### config.mk
export PLATFORM = sky130hd
export DESIGN_NAME = semafor_auto_temporizat
export DESIGN_NICKNAME = d
export VERILOG_FILES = /design/src/rtl/semafor_auto_temporizat.sv
export SDC_FILE = /design/constraint.sdc
export NUM_CORES = 1
export LEC_CHECK = 0
export CAP_MARGIN = 20
export CELL_PAD_IN_SITES_DETAIL_PLACEMENT = 2
export CELL_PAD_IN_SITES_GLOBAL_PLACEMENT = 2
export CORE_ASPECT_RATIO = 1.5
export CORE_MARGIN = 2
export CORE_UTILIZATION = 29
export CTS_BUF_LIST = sky130_fd_sc_hd__clkbuf_8 sky130_fd_sc_hd__clkbuf_16
export CTS_CLUSTER_SIZE = 24
export DETAILED_ROUTE_END_ITERATION = 8
export GPL_TIMING_DRIVEN = 1
export HOLD_SLACK_MARGIN = 0.15
export PLACE_DENSITY = 0.86
export SYNTH_ARGS = -nofsm -noshare
export SYNTH_HDL_FRONTEND = slang
export SYNTH_SLANG_ARGS = --single-unit
export TNS_END_PERCENT = 100
### constraint.sdc
create_clock -name clk_i -period 2.7 [get_ports clk_i]
set_input_delay 0.405 -clock clk_i [delete_from_list [all_inputs] [get_ports clk_i]]
set_output_delay 0.405 -clock clk_i [all_outputs]
set_load 0.005 [all_outputs]
### src/rtl/semafor_auto_temporizat.sv
// Vehicle signal head for one approach. Runs red -> green -> yellow ->
// all-red clearance from a shared tick, enforces a minimum green and
// offers a night blinking-yellow mode.
module semafor_auto_temporizat #(
    parameter int CNT_W        = 8,
    parameter int T_VERDE_MIN  = 10,
    parameter int T_GALBEN     = 3,
    parameter int T_ROSU_TOTAL = 2,
    parameter int T_BLINK      = 1
) (
    input  logic             clk_i,
    input  logic             rst_n_i,
    input  logic             enable_i,
    input  logic             tick_i,
    input  logic             cerere_verde_i,
    input  logic             cedare_i,
    input  logic             mod_noapte_i,
    output logic             Rosu_auto_o,
    output logic             Galben_auto_o,
    output logic             Verde_auto_o,
    output logic             liber_o,
    output logic [2:0]       stare_o,
    output logic [CNT_W-1:0] timp_ramas_o
);

    typedef enum logic [2:0] {
        ROSU       = 3'b000,
        VERDE      = 3'b001,
        GALBEN     = 3'b010,
        ROSU_TOTAL = 3'b011,
        NOAPTE     = 3'b100
    } stare_t;

    localparam logic [CNT_W-1:0] LD_VERDE  = CNT_W'(T_VERDE_MIN);
    localparam logic [CNT_W-1:0] LD_GALBEN = CNT_W'(T_GALBEN);
    localparam logic [CNT_W-1:0] LD_RT     = CNT_W'(T_ROSU_TOTAL);
    localparam logic [CNT_W-1:0] LD_BLINK  = CNT_W'(T_BLINK);

    stare_t           stare_q, stare_d;
    logic [CNT_W-1:0] timer_q, timer_d;
    logic             blink_q, blink_d;
    logic             timer_zero;

    assign timer_zero = (timer_q == '0);

    // State, phase timer and blink phase; everything freezes while disabled.
    always_ff @(posedge clk_i or negedge rst_n_i) begin
        if (!rst_n_i) begin
            stare_q <= ROSU;
            timer_q <= '0;
            blink_q <= 1'b0;
        end else if (enable_i) begin
            stare_q <= stare_d;
            timer_q <= timer_d;
            blink_q <= blink_d;
        end
    end

    // Next state: timer counts down on ticks, phase changes reload it.
    // Exits are taken as soon as the timer reads zero, without a tick.
    always_comb begin
        stare_d = stare_q;
        blink_d = blink_q;
        timer_d = timer_q;
        if (tick_i && !timer_zero) timer_d = timer_q - 1'b1;
        case (stare_q)
            ROSU: begin
                if (mod_noapte_i) begin
                    stare_d = NOAPTE;
                    timer_d = LD_BLINK;
                end else if (cerere_verde_i) begin
                    stare_d = VERDE;
                    timer_d = LD_VERDE;
                end
            end
            VERDE: begin
                // Yield only once minimum green has elapsed; an early
                // cedare_i pulse is deliberately forgotten.
                if (timer_zero && (cedare_i || mod_noapte_i)) begin
                    stare_d = GALBEN;
                    timer_d = LD_GALBEN;
                end
            end
            GALBEN: begin
                if (timer_zero) begin
                    stare_d = ROSU_TOTAL;
                    timer_d = LD_RT;
                end
            end
            ROSU_TOTAL: begin
                if (timer_zero) begin
                    if (mod_noapte_i) begin
                        stare_d = NOAPTE;
                        timer_d = LD_BLINK;
                    end else begin
                        stare_d = ROSU;
                    end
                end
            end
            NOAPTE: begin
                // Leaving night mode always passes through clearance.
                if (!mod_noapte_i) begin
                    stare_d = ROSU_TOTAL;
                    timer_d = LD_RT;
                    blink_d = 1'b0;
                end else if (timer_zero) begin
                    timer_d = LD_BLINK;
                    blink_d = ~blink_q;
                end
            end
            default: begin
                // Corrupted code: fall back to a full clearance interval.
                stare_d = ROSU_TOTAL;
                timer_d = LD_RT;
                blink_d = 1'b0;
            end
        endcase
    end

    // Lamp decode; any non-driving state shows red.
    always_comb begin
        Rosu_auto_o   = 1'b1;
        Galben_auto_o = 1'b0;
        Verde_auto_o  = 1'b0;
        case (stare_q)
            VERDE: begin
                Rosu_auto_o  = 1'b0;
                Verde_auto_o = 1'b1;
            end
            GALBEN: begin
                Rosu_auto_o   = 1'b0;
                Galben_auto_o = 1'b1;
            end
            NOAPTE: begin
                Rosu_auto_o   = 1'b0;
                Galben_auto_o = blink_q;
            end
            default: Rosu_auto_o = 1'b1;
        endcase
    end

    assign liber_o      = (stare_q == ROSU);
    assign stare_o      = stare_q;
    assign timp_ramas_o = timer_q;

endmodule

======== Word-level counts from Yosys, hierarchy flattened ========
Cells that the tools add are included.
Widths: inputs -> output; s select.
cells by class
  add/sub/neg operators ................... 1
  equal/unequal tests ..................... 10
  muxes and demuxes ....................... 24
  bitwise logic cells ..................... 2
  reductions and logical operators ........ 10
operators by type and width
  cell                 count
  $mux 8               9
  $pmux 8 s5           1
  $mux 3               7
  $pmux 3 s5           1
  $logic_not 8->1      1
  $ne 2x2->1 const B   4
  $sub 8x1->8 const B  1
  $eq 3x2->1 const B   2
  $ne 3x3->1 const B   2
  $reduce_and 6->1     1
  $mux 1               4
  $pmux 1 s2           2
  $reduce_or 4->1      1
  $eq 3x1->1 const B   1
  $eq 3x3->1 const B   1
  $logic_not 3->1      1
  $reduce_and 3->1     1
  $reduce_or 3->1      1
  $logic_and 1x1->1    2
  $not 1->1            2
  $logic_not 1->1      1
  $logic_or 1x1->1     1
word-level totals
  register bits after elaboration ......... 12
  bits of input ports ..................... 7
  word-level logic and storage cells ...... 50

======== Longest topological paths before layout ========
Gate-level depths: netlist of the first run.
  depth after elaboration ................. 7
  mapped depth ............................ 8

======== Least setup slack after synthesis of the first run ========
No wires, ideal clock.
  path kind ............................... register to register
  start point ............................. register timer_q[0], in the netlist timp_ramas_o[0]
  end point ............................... register timer_q[4], in the netlist timp_ramas_o[4]
  arrival ................................. 1.846 ns
  setup slack ............................. 0.764 ns
  stages on the path, launching flop included .. 8
  buffers on the path ..................... 0
  clock period less this slack ............ 1.936 ns
  cells stage by stage .................... dfrtp_1 -> inv_1 -> ha_1 -> or3b_2 -> nor2_1 -> or3_1 -> or4b_1 -> o221ai_1
on the way
  word-level cells in the longest chain between the ends .. 7
  elaborated cells between the ends (all ways) .. 15
  those cells by class .................... 1 x add/sub; 10 x mux; 4 x reduce/logical
RTL lines
  element                                                              line  text
  from (decl)                                                          40    logic [CNT_W-1:0] timer_q, timer_d;
  from (signal assigned)                                               54    timer_q <= timer_d;
  parallel branches: the longest is 6 deep, another holds $sub 8x1->8  --
  $pmux 8 s5 *                                                         66    case (stare_q)
Every way passes the cells marked *.
A chain may end at the register's enable or synchronous reset.

======== Final worst setup path of the first run ========
Same ends and word-level chain as after synthesis.

==> summary.txt, run 1 <==
Die
  – Die H: 78.4 um
  – Top Ports: 22
  – Die width: 53.6 um
  – Die footprint: 4210 um^2
  – Cell Rows: 27
  – Initial Util: 29.6%
  – Core ar.: 3610 um^2

STA
  – # setup viols final: 0
  – Slew Limit Fails: 0
  – Clock Skews: 0.00522 ns
  – RSZ-0062 raised after global routing: no
  – Worst Max-Slew Pin Slew: 0.616 ns
  – Final hold vios: 0
  – Relative slew slack: 58.8%
  – Period minus WS final: 2.23 ns
  – Final setup TNS: 0 ns
  – Fmax: 448 MHz
  – Final period util: 82.6%

Synthesis
  – Seq/Total Area, Yosys: 28.0%
  – Synthesized cell area: 1070 um^2
  – Synth warnings: 0
  – Asr flop ratio synth: 100%
  – Top FF cell, synth: dfrtp_1
  – Netlist cell types: 47
  – Synthesized instance count: 131
  – EDFF count, synth: 0
  – Syn_nets: 140
  – Synthesized flop and latch total: 12
  – Avg Cell Area, Syn: 8.18 um^2

Route
  – DRT met1 WL: 1450 um
  – DR DRC count: 0
  – Drt first pass iters: 4
  – WL/cell: 19.5 um
  – Met3 WL: 102 um
  – Routed vias: 1138
  – Max Used Layer: met4
  – Iter 0 DRT Violations: 27
  – Vias per inst: 5.87
  – Total wire length: 3790 um
  – Met2 WL: 2140 um
  – Antenna-violating nets left: 0

Cells and area
  – Finished Layout Cells: 194
  – Share of layout cells above drive strength 1: 10.6%
  – Area growth, synth to finish: 28.9%
  – Core Util, Final: 38.2%
  – Nets: 161
  – Diodes inserted: 0

Global routing
  – Grt ovf: 0
  – Vias in the first global route: 1257
  – All-layer global routing usage: 20.7%
  – First-pass GRT wire length: 6270 um
  – Initial antenna violation count: 0
  – Pin count of the biggest net entering global routing: 19

Place
  – Placed instance count: 190
  – DP HPWL: 2880 um
  – GPL Wtd Cong: 0.845
  – I/O Buffers: 21

Worst setup path
  – CP max stage delay: 0.50 ns
  – Data required, critical path: 2.86 ns
  – Slowest stage cell, crit path: or4b_1
  – Crit path launch type: register
  – WP data arrival: 2.40 ns
  – Setup crit end kind: register
  – Crit Path Class: register to register
  – CP cell instances: inv_1 > ha_1 > or3b_2 > nor2_1 > or3_1 > or4b_1 > o221ai_1
  – Crit-path max FO: 5

Clock network
  – Clock latency on the worst-skew pair: 0.26 ns
  – CTS tree: built
  – Clk slew on worst S/H paths: 0.06 ns
  – CTS Buf Count: 3
  – Post-CTS Setup Repair Bufs: 0
  – CTS Buffer Depth: 2
  – Root Buffer: clkbuf_8
  – Clk sink count: 12
  – Hold buffer count at CTS: 0
  – Resized Gates After CTS: 0
  – CTS H-tree depth: 1

Power
  – Power after layout: 0.00168 W
  – Leakage: 0.511 nW
  – Worst IR Drop VDD: 0.485 mV
  – PwrDens: 1220 nW/um^2

Status
  – Outcome: complete, no violations

Worst hold path
  – Hold WC Path Type: input pin to asynchronous set/reset pin

Run
  – Max_cap viols: 0
-- flip-flops by register name, summed over array words and instances (netlist names) --
register	cells
timp_ramas_o	8
stare_o	3
blink_q	1
-- layer usage --
layer | global-route usage [%] | vias to the layer above
met5 | 0 | -
met1 | 21.8 | 574
met2 | 37.9 | 23
met4 | 9.74 | 0
li1 | - | 533
met3 | 3.23 | 8
-- kinds of logic (layout without fill, tap and decap cells) --
| logic type | Yosys count | in the layout | synth area share, % |
|---|---|---|---|
| compound gates | 36 | 36 | 25.8 |
| xor+xnor | 3 | 3 | 2.45 |
| fa+ha+maj | 2 | 2 | 2.34 |
| buf+inv | 15 | 35 | 5.49 |
| flops | 12 | 12 | 28.0 |
| mux | 3 | 3 | 2.92 |
| simple gates | 60 | 60 | 32.9 |
-- synth_stat cells (3+ instances only) --
| master | count | area [um^2] |
|---|---|---|
| nor3_1 | 5 | 25.0 |
| nand2_1 | 14 | 52.6 |
| nand2b_1 | 4 | 25.0 |
| o21ai_0 | 7 | 35.0 |
| dfrtp_1 | 12 | 300 |
| nand3_1 | 6 | 30.0 |
| nor2b_1 | 4 | 25.0 |
| o221ai_1 | 5 | 43.8 |
| clkbuf_1 | 5 | 18.8 |
| and2_1 | 3 | 18.8 |
| a21oi_1 | 7 | 35.0 |
| nor2_1 | 6 | 22.5 |
| inv_1 | 7 | 26.3 |
-- metrics by stage --
step           setup WS, ns  area [um^2]  hold slack [ns]
2_1_floorplan         0.764         1070            0.109
3_3_place_gp          0.495         1330            0.522
3_5_place_dp          0.465         1330            0.560
4_1_cts               0.430         1380            0.554
5_1_grt               0.227         1380            0.581
6_report              0.469         1380            0.530
-- critical path: cells and delay by family (launching register included) --
family | cells | cell delay, ns
AO/OA/AOI/OAI | 1 | 0.09
flip-flops | 1 | 0.44
adder cells (fa/ha/maj) | 1 | 0.23
buffers and inverters | 1 | 0.10
AND/OR/NAND/NOR | 4 | 1.28
-- area by class of cell --
type	instances	area [um^2]
fillers	407	2230
multi-input cells	104	712
inverters	7	26.3
repair buffers	24	233
clock buffers	4	55.1
well taps	43	53.8
flip-flops and latches	12	300
-- path summary, 6_finish.rpt --
check,startpoint,depth (start not counted),endpoint,slack [ns]
worst max-delay path,timp_ramas_o[0],7,timp_ramas_o[4],0.47
worst min-delay path,rst_n_i,1,blink_q,0.53
worst max register to register,timp_ramas_o[0],7,timp_ramas_o[4],0.47
worst min register to register,blink_q,2,blink_q,0.57
max in group asynchronous,rst_n_i,1,stare_o[1],1.76
min in group clk_i,blink_q,2,blink_q,0.57
-- cell usage in the layout (no fill, tap or decap), types with 3 or more instances in the layout --
master / count
a21oi_1: 7
and2_1: 3
buf_4: 3
clkbuf_8: 4
clkdlybuf4s50_1: 21
dfrtp_1: 12
inv_1: 7
nand2_1: 14
nand2b_1: 4
nand3_1: 6
nor2_1: 6
nor2b_1: 4
nor3_1: 5
o21ai_0: 7
o221ai_1: 5
-- power breakdown --
group          internal (W)  switching, W  total [W]
Combinational      0.000517      0.000529    0.00105
Clock              0.000130     0.0000839   0.000214
Sequential         0.000254      0.000168   0.000422
Total              0.000901      0.000781    0.00168
Note: power is estimated with default switching activity, not from simulation.
==> inputs of run 2 (changes only) <==
==> constraint.sdc (replaced) <==
create_clock -name clk_i -period 2.28 [get_ports clk_i]
set_input_delay 0.342 -clock clk_i [delete_from_list [all_inputs] [get_ports clk_i]]
set_output_delay 0.342 -clock clk_i [all_outputs]
set_load 0.005 [all_outputs]
==> summary.txt, run 2 (synthesis results as in run 1) <==
STA
  – Final setup TNS: 0 ns
  – RSZ-0062 raised after global routing: no
  – Worst Max-Slew Pin Slew: 0.608 ns
  – Fmax: 463 MHz
  – Period minus WS final: 2.16 ns
  – Clock Skews: 0.00233 ns
  – Final hold vios: 0
  – Final period util: 94.7%
  – # setup viols final: 0
  – Relative slew slack: 59.3%
  – Slew Limit Fails: 0

Power
  – Sequential power share: 23.9%
  – PwrDens: 1450 nW/um^2
  – Worst IR Drop VDD: 0.527 mV
  – Net Sw Power: 0.000949 W
  – Switching share of power: 46.1%
  – Clock power share: 12.0%
  – P_int: 0.00111 W
  – Comb pwr share: 64.1%
  – Leakage: 0.533 nW

Global routing
  – First-pass GRT wire length: 6270 um
  – Vias in the first global route: 1276
  – All-layer global routing usage: 20.6%
  – Initial antenna violation count: 0
  – Pin count of the biggest net entering global routing: 15
  – Grt ovf: 0

Route
  – Total wire length: 3950 um
  – Iter 0 DRT Violations: 12
  – WL/cell: 19.9 um
  – Drt first pass iters: 4
  – Vias per inst: 5.87
  – Antenna-violating nets left: 0
  – DR DRC count: 0
  – Routed vias: 1162

Die
  – Die footprint: 4210 um^2
  – Die width: 53.6 um
  – Top Ports: 22
  – Initial Util: 29.6%
  – Core ar.: 3610 um^2
  – Cell Rows: 27
  – Die H: 78.4 um

Clock network
  – Resized Gates After CTS: 0
  – CTS Buf Count: 3
  – CTS tree: built
  – Hold buffer count at CTS: 0
  – Root Buffer: clkbuf_8
  – Clock latency on the worst-skew pair: 0.25 ns
  – CTS Buffer Depth: 2
  – Post-CTS Setup Repair Bufs: 0
  – Clk slew on worst S/H paths: 0.06 ns
  – CTS H-tree depth: 1
  – Clk sink count: 12

Place
  – I/O Buffers: 21
  – DP HPWL: 2900 um
  – Area after DPL: 1360 um^2
  – GPL Wtd Cong: 0.868

Cells and area
  – Commonest non-fill, non-tap cell in the layout: clkdlybuf4s50_1
  – Share of layout cells above drive strength 1: 13.5%
  – Final instance area: 1420 um^2
  – Most frequent cells in the layout: clkdlybuf4s50_1, nand2_1, dfrtp_1
  – Max reg flops: 8
  – Area growth, synth to finish: 32.1%
  – Core Util, Final: 39.1%
  – Diodes inserted: 0
  – Nets: 165

Worst setup path
  – Worst setup startpoint: timp_ramas_o[0]
  – Crit Path Class: register to register
  – Crit-path max FO: 5
  – Crit path launch type: register
  – WP data arrival: 2.32 ns
  – Data required, critical path: 2.44 ns
  – FF-to-FF Start: timp_ramas_o[0]
  – Setup crit end kind: register

Worst hold path
  – Hold WC Path Type: input pin to asynchronous set/reset pin

Status
  – Outcome: complete, no violations

Run
  – Max_cap viols: 0
[run 2: power groups by stage]
stage / Combinational, W / Sequential (W) / Clock [W]
final: 0.00132 / 0.000492 / 0.000247
after global routing: 0.00144 / 0.000517 / 0.000258
after CTS: 0.00133 / 0.000489 / 0.000252
after detailed placement: 0.00129 / 0.000489 / 0
after global placement: 0.00123 / 0.000478 / 0
after floorplan: 0.000810 / 0.000426 / 0
[run 2: area by class of cell]
class	count	area [um^2]
Inverter	7	26.3
Timing Repair Buffer	28	263
Fill cell	419	2200
Tap cell	43	53.8
Clock buffer	4	55.1
Sequential cell	12	300
Multi-Input combinational cell	104	717
[run 2: critical path, cell delays in order, from the launching register on]
cell and delay [ns]:
dfrtp_1 0.43, inv_1 0.11, ha_1 0.24, or3b_2 0.27
nor2_1 0.11, or3_1 0.36, or4b_1 0.47, o221ai_1 0.08
[run 2: routing by layer]
layer,up-vias,global-route usage [%],routed length (um)
met5,-,0,0
li1,541,-,-
met4,0,11.5,116
met1,582,21.7,1510
met3,11,2.85,109
met2,28,36.9,2210
[run 2: path summary, 6_finish.rpt]
check                                  end  slack [ns]  depth (start not counted)
max in group asynchronous  timp_ramas_o[3]        1.41                          1
max reg2reg                timp_ramas_o[4]        0.12                          7
min in group clk_i                 blink_q        0.54                          2
max                        timp_ramas_o[4]        0.12                          7
min                        timp_ramas_o[2]        0.47                          1
min reg2reg                        blink_q        0.54                          2
[run 2: per-stage QoR]
step,total power (W),worst slack (ns),hold slack [ns],std cells
finish,0.00206,0.121,0.474,198
global route,0.00221,0.00355,0.517,198
CTS,0.00207,0.0788,0.495,198
detailed placement,0.00178,0.145,0.539,194
global placement,0.00171,0.247,0.522,194
floorplan,0.00124,0.344,0.0464,131
==> inputs of run 3 (changes only) <==
--- a/config.mk
+++ b/config.mk
@@ -5,7 +5,7 @@
 export SDC_FILE = /design/constraint.sdc
 export NUM_CORES = 1
 export LEC_CHECK = 0
-export CAP_MARGIN = 20
+export ABC_CLOCK_PERIOD_IN_PS = 2280
 export CELL_PAD_IN_SITES_DETAIL_PLACEMENT = 2
 export CELL_PAD_IN_SITES_GLOBAL_PLACEMENT = 2
 export CORE_ASPECT_RATIO = 1.5
==> results of run 3 <==
No change in the layout: final DEF, timing and power equal those of run 2.
